[config.mk]
export PLATFORM = sky130hd
export DESIGN_NAME = pfd_counter
export DESIGN_NICKNAME = d
export VERILOG_FILES = /design/src/rtl/pll_pkg.sv /design/src/rtl/edge_sync.sv /design/src/rtl/pfd_counter.sv
export SDC_FILE = /design/constraint.sdc
export NUM_CORES = 1
export LEC_CHECK = 0
export BUFFER_PORTS_ARGS = -buffer_cell sky130_fd_sc_hd__clkbuf_2
export CAP_MARGIN = 40
export CELL_PAD_IN_SITES_DETAIL_PLACEMENT = 1
export CELL_PAD_IN_SITES_GLOBAL_PLACEMENT = 2
export CORE_ASPECT_RATIO = 0.9
export CORE_MARGIN = 1
export CORE_UTILIZATION = 40
export CTS_CLUSTER_DIAMETER = 30
export DETAILED_ROUTE_END_ITERATION = 8
export PLACE_DENSITY_LB_ADDON = 0.1
export SYNTH_ARGS = -nofsm -noshare
export SYNTH_HDL_FRONTEND = slang
export SYNTH_SLANG_ARGS = --single-unit
[constraint.sdc]
create_clock -name clk_in -period 4.92 [get_ports clk_in]
set_input_delay 0.246 -clock clk_in [delete_from_list [all_inputs] [get_ports clk_in]]
set_output_delay 0.246 -clock clk_in [all_outputs]
set_load 0.03 [all_outputs]
[src/rtl/pll_pkg.sv]
// Shared types and constants for the Tiny-PLL phase-detect path.
package pll_pkg;
  typedef enum logic [1:0] {IDLE, LEAD_REF, LEAD_FB} pfd_state_t;

  localparam int ERR_W_DEF = 16;

  // Largest magnitude a w-bit signed error may take; kept symmetric so negation never overflows.
  function automatic int sat_max(input int w);
    return (1 << (w - 1)) - 1;
  endfunction
endpackage

[src/rtl/edge_sync.sv]
// Multi-flop synchronizer followed by a registered-previous rising-edge detect.
module edge_sync #(
  parameter int SYNC_STAGES = 2
) (
  input  logic clk_in,
  input  logic rst,
  input  logic din,
  output logic rise
);
  logic [SYNC_STAGES-1:0] r_sync;
  logic                   r_prev;

  always_ff @(posedge clk_in or posedge rst) begin
    if (rst) begin
      r_sync <= '0;
      r_prev <= 1'b0;
    end else begin
      r_sync <= {r_sync[SYNC_STAGES-2:0], din};
      r_prev <= r_sync[SYNC_STAGES-1];
    end
  end

  assign rise = r_sync[SYNC_STAGES-1] & ~r_prev;
endmodule

[src/rtl/pfd_counter.sv]
// Counter-based phase-frequency detector: UP/DN pulses, signed phase error and lock flag,
// all in the clk_in domain.
module pfd_counter
  import pll_pkg::*;
#(
  parameter int SYNC_STAGES = 2,
  parameter int ERR_W       = ERR_W_DEF,
  parameter int LOCK_TOL    = 2,
  parameter int LOCK_CNT    = 8
) (
  input  logic                    clk_in,
  input  logic                    rst,
  input  logic                    ref_in,
  input  logic                    fb_in,
  input  logic                    enable,
  output logic                    up,
  output logic                    dn,
  output logic                    err_valid,
  output logic signed [ERR_W-1:0] phase_err,
  output logic                    locked
);
  localparam int RUN_W = $clog2(LOCK_CNT + 1);
  localparam logic signed [ERR_W-1:0] SAT     = ERR_W'(sat_max(ERR_W));
  localparam logic signed [ERR_W-1:0] TOL     = ERR_W'(LOCK_TOL);
  localparam logic        [RUN_W-1:0] RUN_MAX = RUN_W'(LOCK_CNT);

  logic w_ref_rise, w_fb_rise, w_close, w_other;
  logic signed [ERR_W-1:0] w_err;

  pfd_state_t              r_state;
  logic signed [ERR_W-1:0] r_cnt;
  logic [RUN_W-1:0]        r_run;
  logic                    r_up, r_dn, r_ev, r_locked;
  logic signed [ERR_W-1:0] r_phase;

  edge_sync #(.SYNC_STAGES(SYNC_STAGES)) u_ref_sync (
    .clk_in(clk_in), .rst(rst), .din(ref_in), .rise(w_ref_rise)
  );
  edge_sync #(.SYNC_STAGES(SYNC_STAGES)) u_fb_sync (
    .clk_in(clk_in), .rst(rst), .din(fb_in), .rise(w_fb_rise)
  );

  // The "closing" edge is whichever input did not open the current measurement.
  assign w_close = (r_state == LEAD_REF) ? w_fb_rise  : w_ref_rise;
  assign w_other = (r_state == LEAD_REF) ? w_ref_rise : w_fb_rise;
  assign w_err   = (r_state == LEAD_REF) ? r_cnt : -r_cnt;

  function automatic logic [RUN_W-1:0] run_next(input logic signed [ERR_W-1:0] e,
                                                input logic [RUN_W-1:0] run);
    logic signed [ERR_W-1:0] a;
    a = (e < 0) ? -e : e;
    if (a > TOL)           return '0;
    else if (run == RUN_MAX) return run;
    else                   return run + RUN_W'(1);
  endfunction

  always_ff @(posedge clk_in or posedge rst) begin
    if (rst) begin
      r_state  <= IDLE;
      r_cnt    <= '0;
      r_run    <= '0;
      r_up     <= 1'b0;
      r_dn     <= 1'b0;
      r_ev     <= 1'b0;
      r_locked <= 1'b0;
      r_phase  <= '0;
    end else if (!enable) begin
      r_state  <= IDLE;
      r_cnt    <= '0;
      r_run    <= '0;
      r_up     <= 1'b0;
      r_dn     <= 1'b0;
      r_ev     <= 1'b0;
      r_locked <= 1'b0;
    end else begin
      r_ev     <= 1'b0;
      r_locked <= (r_run == RUN_MAX);
      case (r_state)
        IDLE: begin
          if (w_ref_rise && w_fb_rise) begin
            r_ev    <= 1'b1;
            r_phase <= '0;
            r_run   <= run_next('0, r_run);
          end else if (w_ref_rise) begin
            r_state <= LEAD_REF;
            r_cnt   <= ERR_W'(1);
            r_up    <= 1'b1;
          end else if (w_fb_rise) begin
            r_state <= LEAD_FB;
            r_cnt   <= ERR_W'(1);
            r_dn    <= 1'b1;
          end
        end
        LEAD_REF, LEAD_FB: begin
          if (w_close) begin
            r_ev    <= 1'b1;
            r_phase <= w_err;
            r_run   <= run_next(w_err, r_run);
            if (w_other) begin
              r_cnt <= ERR_W'(1);
            end else begin
              r_state <= IDLE;
              r_cnt   <= '0;
              r_up    <= 1'b0;
              r_dn    <= 1'b0;
            end
          end else if (r_cnt == SAT) begin
            // A pinned counter means the loop is far off frequency: drop lock.
            r_run    <= '0;
            r_locked <= 1'b0;
          end else begin
            r_cnt <= r_cnt + ERR_W'(1);
          end
        end
        default: r_state <= IDLE;
      endcase
    end
  end

  assign up        = r_up;
  assign dn        = r_dn;
  assign err_valid = r_ev;
  assign phase_err = r_phase;
  assign locked    = r_locked;
endmodule

* Yosys cells after proc, flatten, opt, wreduce, memory -nomap -nowiden
Cells that the tools add are included.
** Word-level totals
- Input bits :: 5
- Register bits :: 48
** Cells by class
- Equal/unequal tests :: 17
- Bitwise gates (word level) :: 4
- Reduce and logical (&&, ||, !) cells :: 10
- Add/sub/neg operators :: 4
- Multiplexer cells :: 48
- Order comparisons :: 2
** Operators by type and width (number)
- 16-bit two-way mux :: 10
- 16-bit case mux with 2 select lines :: 2
- 16-bit negation :: 2
- 4-bit two-way mux :: 6
- 3-bit inequality test (second input constant) :: 7
- 1-bit two-way mux :: 19
- 16-bit by 2-bit adder with 16-bit output (second input constant) :: 1
- 16-bit equality test (second input constant) :: 1
- 16-bit by 3-bit > comparator with 1-bit output (second input constant) :: 1
- 16-bit by 1-bit less-than comparator with 1-bit output (second input constant) :: 1
- 2-bit two-way mux :: 6
- 4-bit inequality test (second input constant) :: 3
- 4-bit AND reduction :: 3
- 4-bit case mux with 2 select lines :: 1
- 1-bit case mux with 2 select lines :: 3
- 6-bit AND reduction :: 1
- 5-bit AND reduction :: 1
- 4-bit by 1-bit adder with 4-bit output (second input constant) :: 1
- 4-bit equality test (second input constant) :: 1
- 2-bit inequality test (second input constant) :: 2
- 2-bit case mux with 2 select lines :: 1
- 3-bit by 1-bit inequality test with 1-bit output (second input constant) :: 1
- 3-bit AND reduction :: 1
- 1-bit AND :: 2
- other kinds (7) :: 8

* Logic depth before layout (Yosys ltp)
- Depth in word-level cells :: 9
- Mapped depth :: 15
- Depth with buffers taken out :: 12

* Modules after synthesis
Synthesis repeated with hierarchy kept, for this count alone.
** Unflattened totals
- Cells, all modules :: 424
- Area total of the unflattened synthesis :: 3500.9 um^2
** Modules (own cells, without submodules)
- pfd_counter :: instances 1, cells an instance 414, area an instance 3315.7 um^2, seq. area each 1051.0 um^2
- edge_sync :: instances 2, cells an instance 5, area an instance 92.6 um^2, seq. area each 75.1 um^2

* Worst setup path before layout
OpenSTA, ideal clock, no wires.
- Kind :: flip-flop to flip-flop
- Start point :: register r_cnt[0]
- End point :: register r_run[2]
- Data arrival time :: 3.233 ns
- Period minus slack after synthesis :: 3.297 ns
- Required time :: 4.856 ns
- Setup time :: 0.064 ns
- Buffers on the path :: 1
- Path slack :: 1.623 ns
- Cell stages (with the launch flop) :: 14
- Path through :: dfrtp_1 > clkbuf_1 > inv_1 > ha_1 > or3b_1 > a211oi_2 > nand4_1 > a2111oi_4 > a21bo_1 > o32ai_2 > o21ai_0 > o31a_1 > nor4_2 > a21o_1
** Between the ends
- Word-level cells in the longest chain between the ends :: 9
** RTL lines
- from (decl) :: line pfd_counter.sv:31 : logic signed [ERR_W-1:0] r_cnt;
- from (signal assigned) :: line pfd_counter.sv:112 : r_cnt <= r_cnt + ERR_W'(1);
- 16-bit negation :: line pfd_counter.sv:46 : assign w_err = (r_state == LEAD_REF) ? r_cnt : -r_cnt;
- 16-bit two-way mux :: line pfd_counter.sv:46
- 16-bit negation or 16-bit by 1-bit less-than comparator with 1-bit output (tied branches) :: line pfd_counter.sv:51 : a = (e < 0) ? -e : e;
- 16-bit two-way mux :: line pfd_counter.sv:51
- 16-bit by 3-bit > comparator with 1-bit output :: line pfd_counter.sv:52 : if (a > TOL) return '0;
- 4-bit two-way mux :: line pfd_counter.sv:52
- 4-bit two-way mux :: line pfd_counter.sv:95 : if (w_close) begin
- 4-bit case mux with 2 select lines :: line pfd_counter.sv:78 : case (r_state)
- 4-bit two-way mux :: line pfd_counter.sv:67 : end else if (!enable) begin
- to (signal assigned) :: line pfd_counter.sv:83 : r_run <= run_next('0, r_run);
- to (signal assigned) :: line pfd_counter.sv:98 : r_run <= run_next(w_err, r_run);
- to (decl) :: line pfd_counter.sv:32 : logic [RUN_W-1:0] r_run;
Several ways; a longest one is shown, not always the timed one.
A chain may end at the register's enable or synchronous reset.

* Worst setup path after layout
- Start point :: register r_state[1]
- End point :: register r_cnt[13]
** Between the ends
- Word-level cells in the longest chain between the ends :: 5
** RTL lines
- from (decl) :: line pfd_counter.sv:30 : pfd_state_t r_state;
- from (signal assigned) :: line pfd_counter.sv:59 : r_state <= IDLE;
- from (signal assigned) :: line pfd_counter.sv:68 : r_state <= IDLE;
- from (signal assigned) :: line pfd_counter.sv:85 : r_state <= LEAD_REF;
- 2-bit by 1-bit equality test with 1-bit output :: line pfd_counter.sv:44, pfd_counter.sv:78
- 1-bit two-way mux :: line pfd_counter.sv:44 : assign w_close = (r_state == LEAD_REF) ? w_fb_rise : w_ref_rise;
- 16-bit two-way mux :: line pfd_counter.sv:95
- 16-bit case mux with 2 select lines :: line pfd_counter.sv:78
- 16-bit two-way mux :: line pfd_counter.sv:67
Several ways; a longest one is shown, not always the timed one.

==> impl_metrics.env <==
export IMPL_initial_utilization=0.420
export IMPL_clk_root_buffer_cell="clkbuf_8"
export IMPL_syn_nets=425
export IMPL_synthesis_area_mm2=0.00344
export IMPL_core_mm2=0.00818
export IMPL_crit_path_cell_trace="inv_1 -> ha_1 -> inv_1 -> mux2i_1 -> nand2_1 -> and4b_1 -> a311oi_1 -> nor2b_1 -> buf_4 -> nor3_1 -> nand3_1 -> xnor2_1 -> nor2_1"
export IMPL_swShare=0.519
export IMPL_numCtsBuffers=5
export IMPL_io_pins=25
export IMPL_r2r_slack_ns=1.01
export IMPL_synth_flop_cell="dfrtp_1"
export IMPL_grt_pass1_wl_um=16200
export IMPL_maxSlewViolCount=0
export IMPL_grt_use_met1=0.333
export IMPL_die_area_mm2=0.00896
export IMPL_fin_nets=433
export IMPL_p_int_mw=1.03
export IMPL_worst_slew_pin_slew_ns=0.798
export IMPL_cp_arrival_ns=4.12
export IMPL_finalSetupTns_ns=0
export IMPL_seqPwrFrac=0.246
export IMPL_synth_cells=411
export IMPL_start_kind="flip-flop"
export IMPL_cap_violations=0
export IMPL_row_count=31
export IMPL_use_met2=0.343
export IMPL_reg2reg_from="r_state[1]"
export IMPL_insertion_delay_ns=0.31
export IMPL_peakVddDrop_mv=0.173
export IMPL_clkPwrFrac=0.117
export IMPL_grt_use_met3=0.0358
export IMPL_drt_initial_drc_count=94
export IMPL_critPathMaxFanout=20
export IMPL_worst_setup_path_type="flip-flop to flip-flop"
export IMPL_fin_crit_sh=0.795
export IMPL_min_period_ns=3.91
export IMPL_hold_depth=1
export IMPL_clock_skew_ns=0.00939
export IMPL_reg2reg_to="r_cnt[13]"
export IMPL_port_buffers=24
export IMPL_whs_endpoint="u_ref_sync.r_sync[0]"
export IMPL_avgSynthCellArea_um2=8.36
export IMPL_drt_vias_per_instance=5.81
export IMPL_die_h_um=89.9
export IMPL_worstSetupEndpointType="flip-flop"
export IMPL_pwr_share_comb=0.636
export IMPL_fill_cells=998
export IMPL_status="finished clean"
export IMPL_grt_ovfl_total=0
export IMPL_slew_headroom=0.464
export IMPL_gp_congestion=0.828
export IMPL_yosysWarnings=0
export IMPL_clock_sinks=48
export IMPL_cts_clk_slew_worst_paths_ns=0.10
export IMPL_dp_hpwl_um=7100
export IMPL_clockBufferDepth=2
export IMPL_antenna_found_initial=0
export IMPL_rsz0062_at_grt="no"
export IMPL_switching_power_mw=1.11
export IMPL_cts_tree="yes"
export IMPL_cp_buffers_inverters=3
export IMPL_crit_top_cell="inv_1"
export IMPL_grt_usage=0.225
export IMPL_drive_above_1_share=0.131
export IMPL_grt_busiest_layer="met2"
export IMPL_vias=3111
export IMPL_yosysSeqAreaShare=0.350
export IMPL_postCtsSetupBuffers=0
export IMPL_fmax_mhz=256
export IMPL_finalPower_mw=2.15
export IMPL_slowest_delay_ns=0.62
export IMPL_leakage_nw=1.55
export IMPL_p_per_area_mw_per_mm2=577
export IMPL_antenna_cells=0
export IMPL_syn2layout_area_growth_pct=8.23
export IMPL_first_pass_iters=4
export IMPL_synthArstFlopShare=1.00
export IMPL_ys_types=67
export IMPL_crit_slowest_cell="ha_1"
export IMPL_hold_start="ref_in"
export IMPL_synth_seq_cells=48
export IMPL_drc=0
export IMPL_ff2ff_path_depth=13
export IMPL_synth_edf_count=0
export IMPL_routed_wl_um=9490
export IMPL_setup_viol=0
export IMPL_htreeDepth=2
export IMPL_detail_route_antenna_nets=0
export IMPL_cp_data_required_time_ns=5.13
export IMPL_hold_viol_final=0
export IMPL_wl_per_cell_um=17.7
export IMPL_path_delay_family="simple AND/OR/NAND/NOR gates"
export IMPL_hold_class="input pin to flip-flop"
export IMPL_grt_pass1_vias=3124
export IMPL_grt_max_degree=34
export IMPL_die_width_um=99.7
[timing repair]
action                                 CTS  global route
gates resized for setup                  0             0
hold buffers                             1             0
endpoints found under the hold margin   15             0
[cells by family after synthesis]
logic type | count (synthesis) | share of synthesized area
and+or+nand+nor | 168 | 0.266
AOI/OAI and AO/OA | 118 | 0.229
DFF | 48 | 0.350
buffers and inverters | 42 | 0.0521
xor gates and xnor gates | 20 | 0.0510
adders and majority gates | 9 | 0.0328
muxes | 6 | 0.0189
[area by class of cell]
type	count	area, um2	share of cell area
inverter	14	52.6	0.0141
clock inverter	3	23.8	0.00639
timing repair buffer	29	173	0.0464
tap	115	144	0.0387
multi-input combinational	321	2060	0.553
sequential	48	1200	0.323
clock buffer	5	68.8	0.0185
[power by group through the flow]
stage / combinational [mW] / sequential (mW) / clock (mW)
6_report: 1.37 / 0.529 / 0.251
5_1_grt: 1.52 / 0.540 / 0.271
4_1_cts: 1.37 / 0.531 / 0.261
3_5_place_dp: 1.36 / 0.539 / 0
3_3_place_gp: 1.33 / 0.533 / 0
2_1_floorplan: 0.935 / 0.621 / 0
[Yosys cell counts, drive strengths merged (10+ instances only)]
master  count  share of area
clkbuf     18          0.020
a21oi      19          0.028
dfrtp      48           0.35
nand3      16          0.023
nor3       11          0.023
inv        14          0.015
o21ai      49          0.071
xnor2      16          0.041
buf        10          0.017
nand2      53          0.060
nor2       32          0.035
nand4      10          0.018
[per-layer routing]
layer / vias up / part of all wire
met5: - / 0
met4: 0 / 0.013
met3: 11 / 0.026
met2: 46 / 0.45
met1: 1546 / 0.51
li1: 1508 / -
[registers in the layout, summed over array words and instances, names as in the netlist]
| signal | flops |
|---|---|
| phase_err | 16 |
| locked | 1 |
| err_valid | 1 |
| u_fb_sync.r_prev | 1 |
| up | 1 |
| dn | 1 |
| r_cnt | 16 |
| u_fb_sync.r_sync | 2 |
| u_ref_sync.r_sync | 2 |
| u_ref_sync.r_prev | 1 |
| r_state | 2 |
| r_run | 4 |
[metrics by stage]
step / worst slack, ns / instance area, um2 / hold WS, ns / std cells / util
after floorplan: 1.62 / 3440 / 0.277 / 411 / -
after global placement: 1.07 / 3590 / 0.334 / 524 / 0.438
after detailed placement: 1.06 / 3620 / 0.226 / 526 / 0.442
after CTS: 1.01 / 3720 / 0.0222 / 535 / 0.454
after global routing: 0.656 / 3720 / 0.0138 / 535 / 0.454
final: 1.01 / 3720 / 0.0273 / 535 / 0.454
[how the worst max path moves through the flow]
stage / cells past startpoint / endpoint / start
after floorplan: 13 / r_run[2] / r_cnt[0]
after global placement: 11 / r_cnt[15] / r_cnt[1]
after detailed placement: 11 / r_run[2] / r_cnt[0]
after CTS: 11 / r_run[2] / r_cnt[0]
after global routing: 13 / r_cnt[13] / r_state[1]
final: 13 / r_cnt[13] / r_state[1]
[cells in the final DEF (no fill, tap or decap), types with 2 or more instances in the layout]
cell,Yosys,final
or3_1,2,2
nor3b_1,4,4
a21o_1,3,3
a21oi_1,19,19
o21ai_0,49,49
o31ai_1,4,4
a211oi_1,3,3
o211ai_1,2,2
nor3_1,9,9
o22ai_1,2,2
clkbuf_2,0,24
nand3_1,16,16
clkinvlp_4,0,2
dfrtp_1,48,48
a311oi_1,3,3
ha_1,9,9
and2_0,2,2
a31oi_1,9,9
nand2_1,52,52
mux2i_1,5,5
and3_1,8,8
nor2_1,32,32
nor3_4,2,2
nor4_1,2,2
a41oi_1,3,3
buf_4,0,3
nand2b_1,5,5
nand4_1,10,10
or2_2,2,2
o2111ai_1,2,2
clkbuf_8,0,5
nor2b_1,5,5
xnor2_1,16,16
xor2_1,4,4
o221ai_1,2,2
inv_1,14,13
nor4b_1,4,4
a2111o_1,2,2
Power figures use the tool's default switching activity.
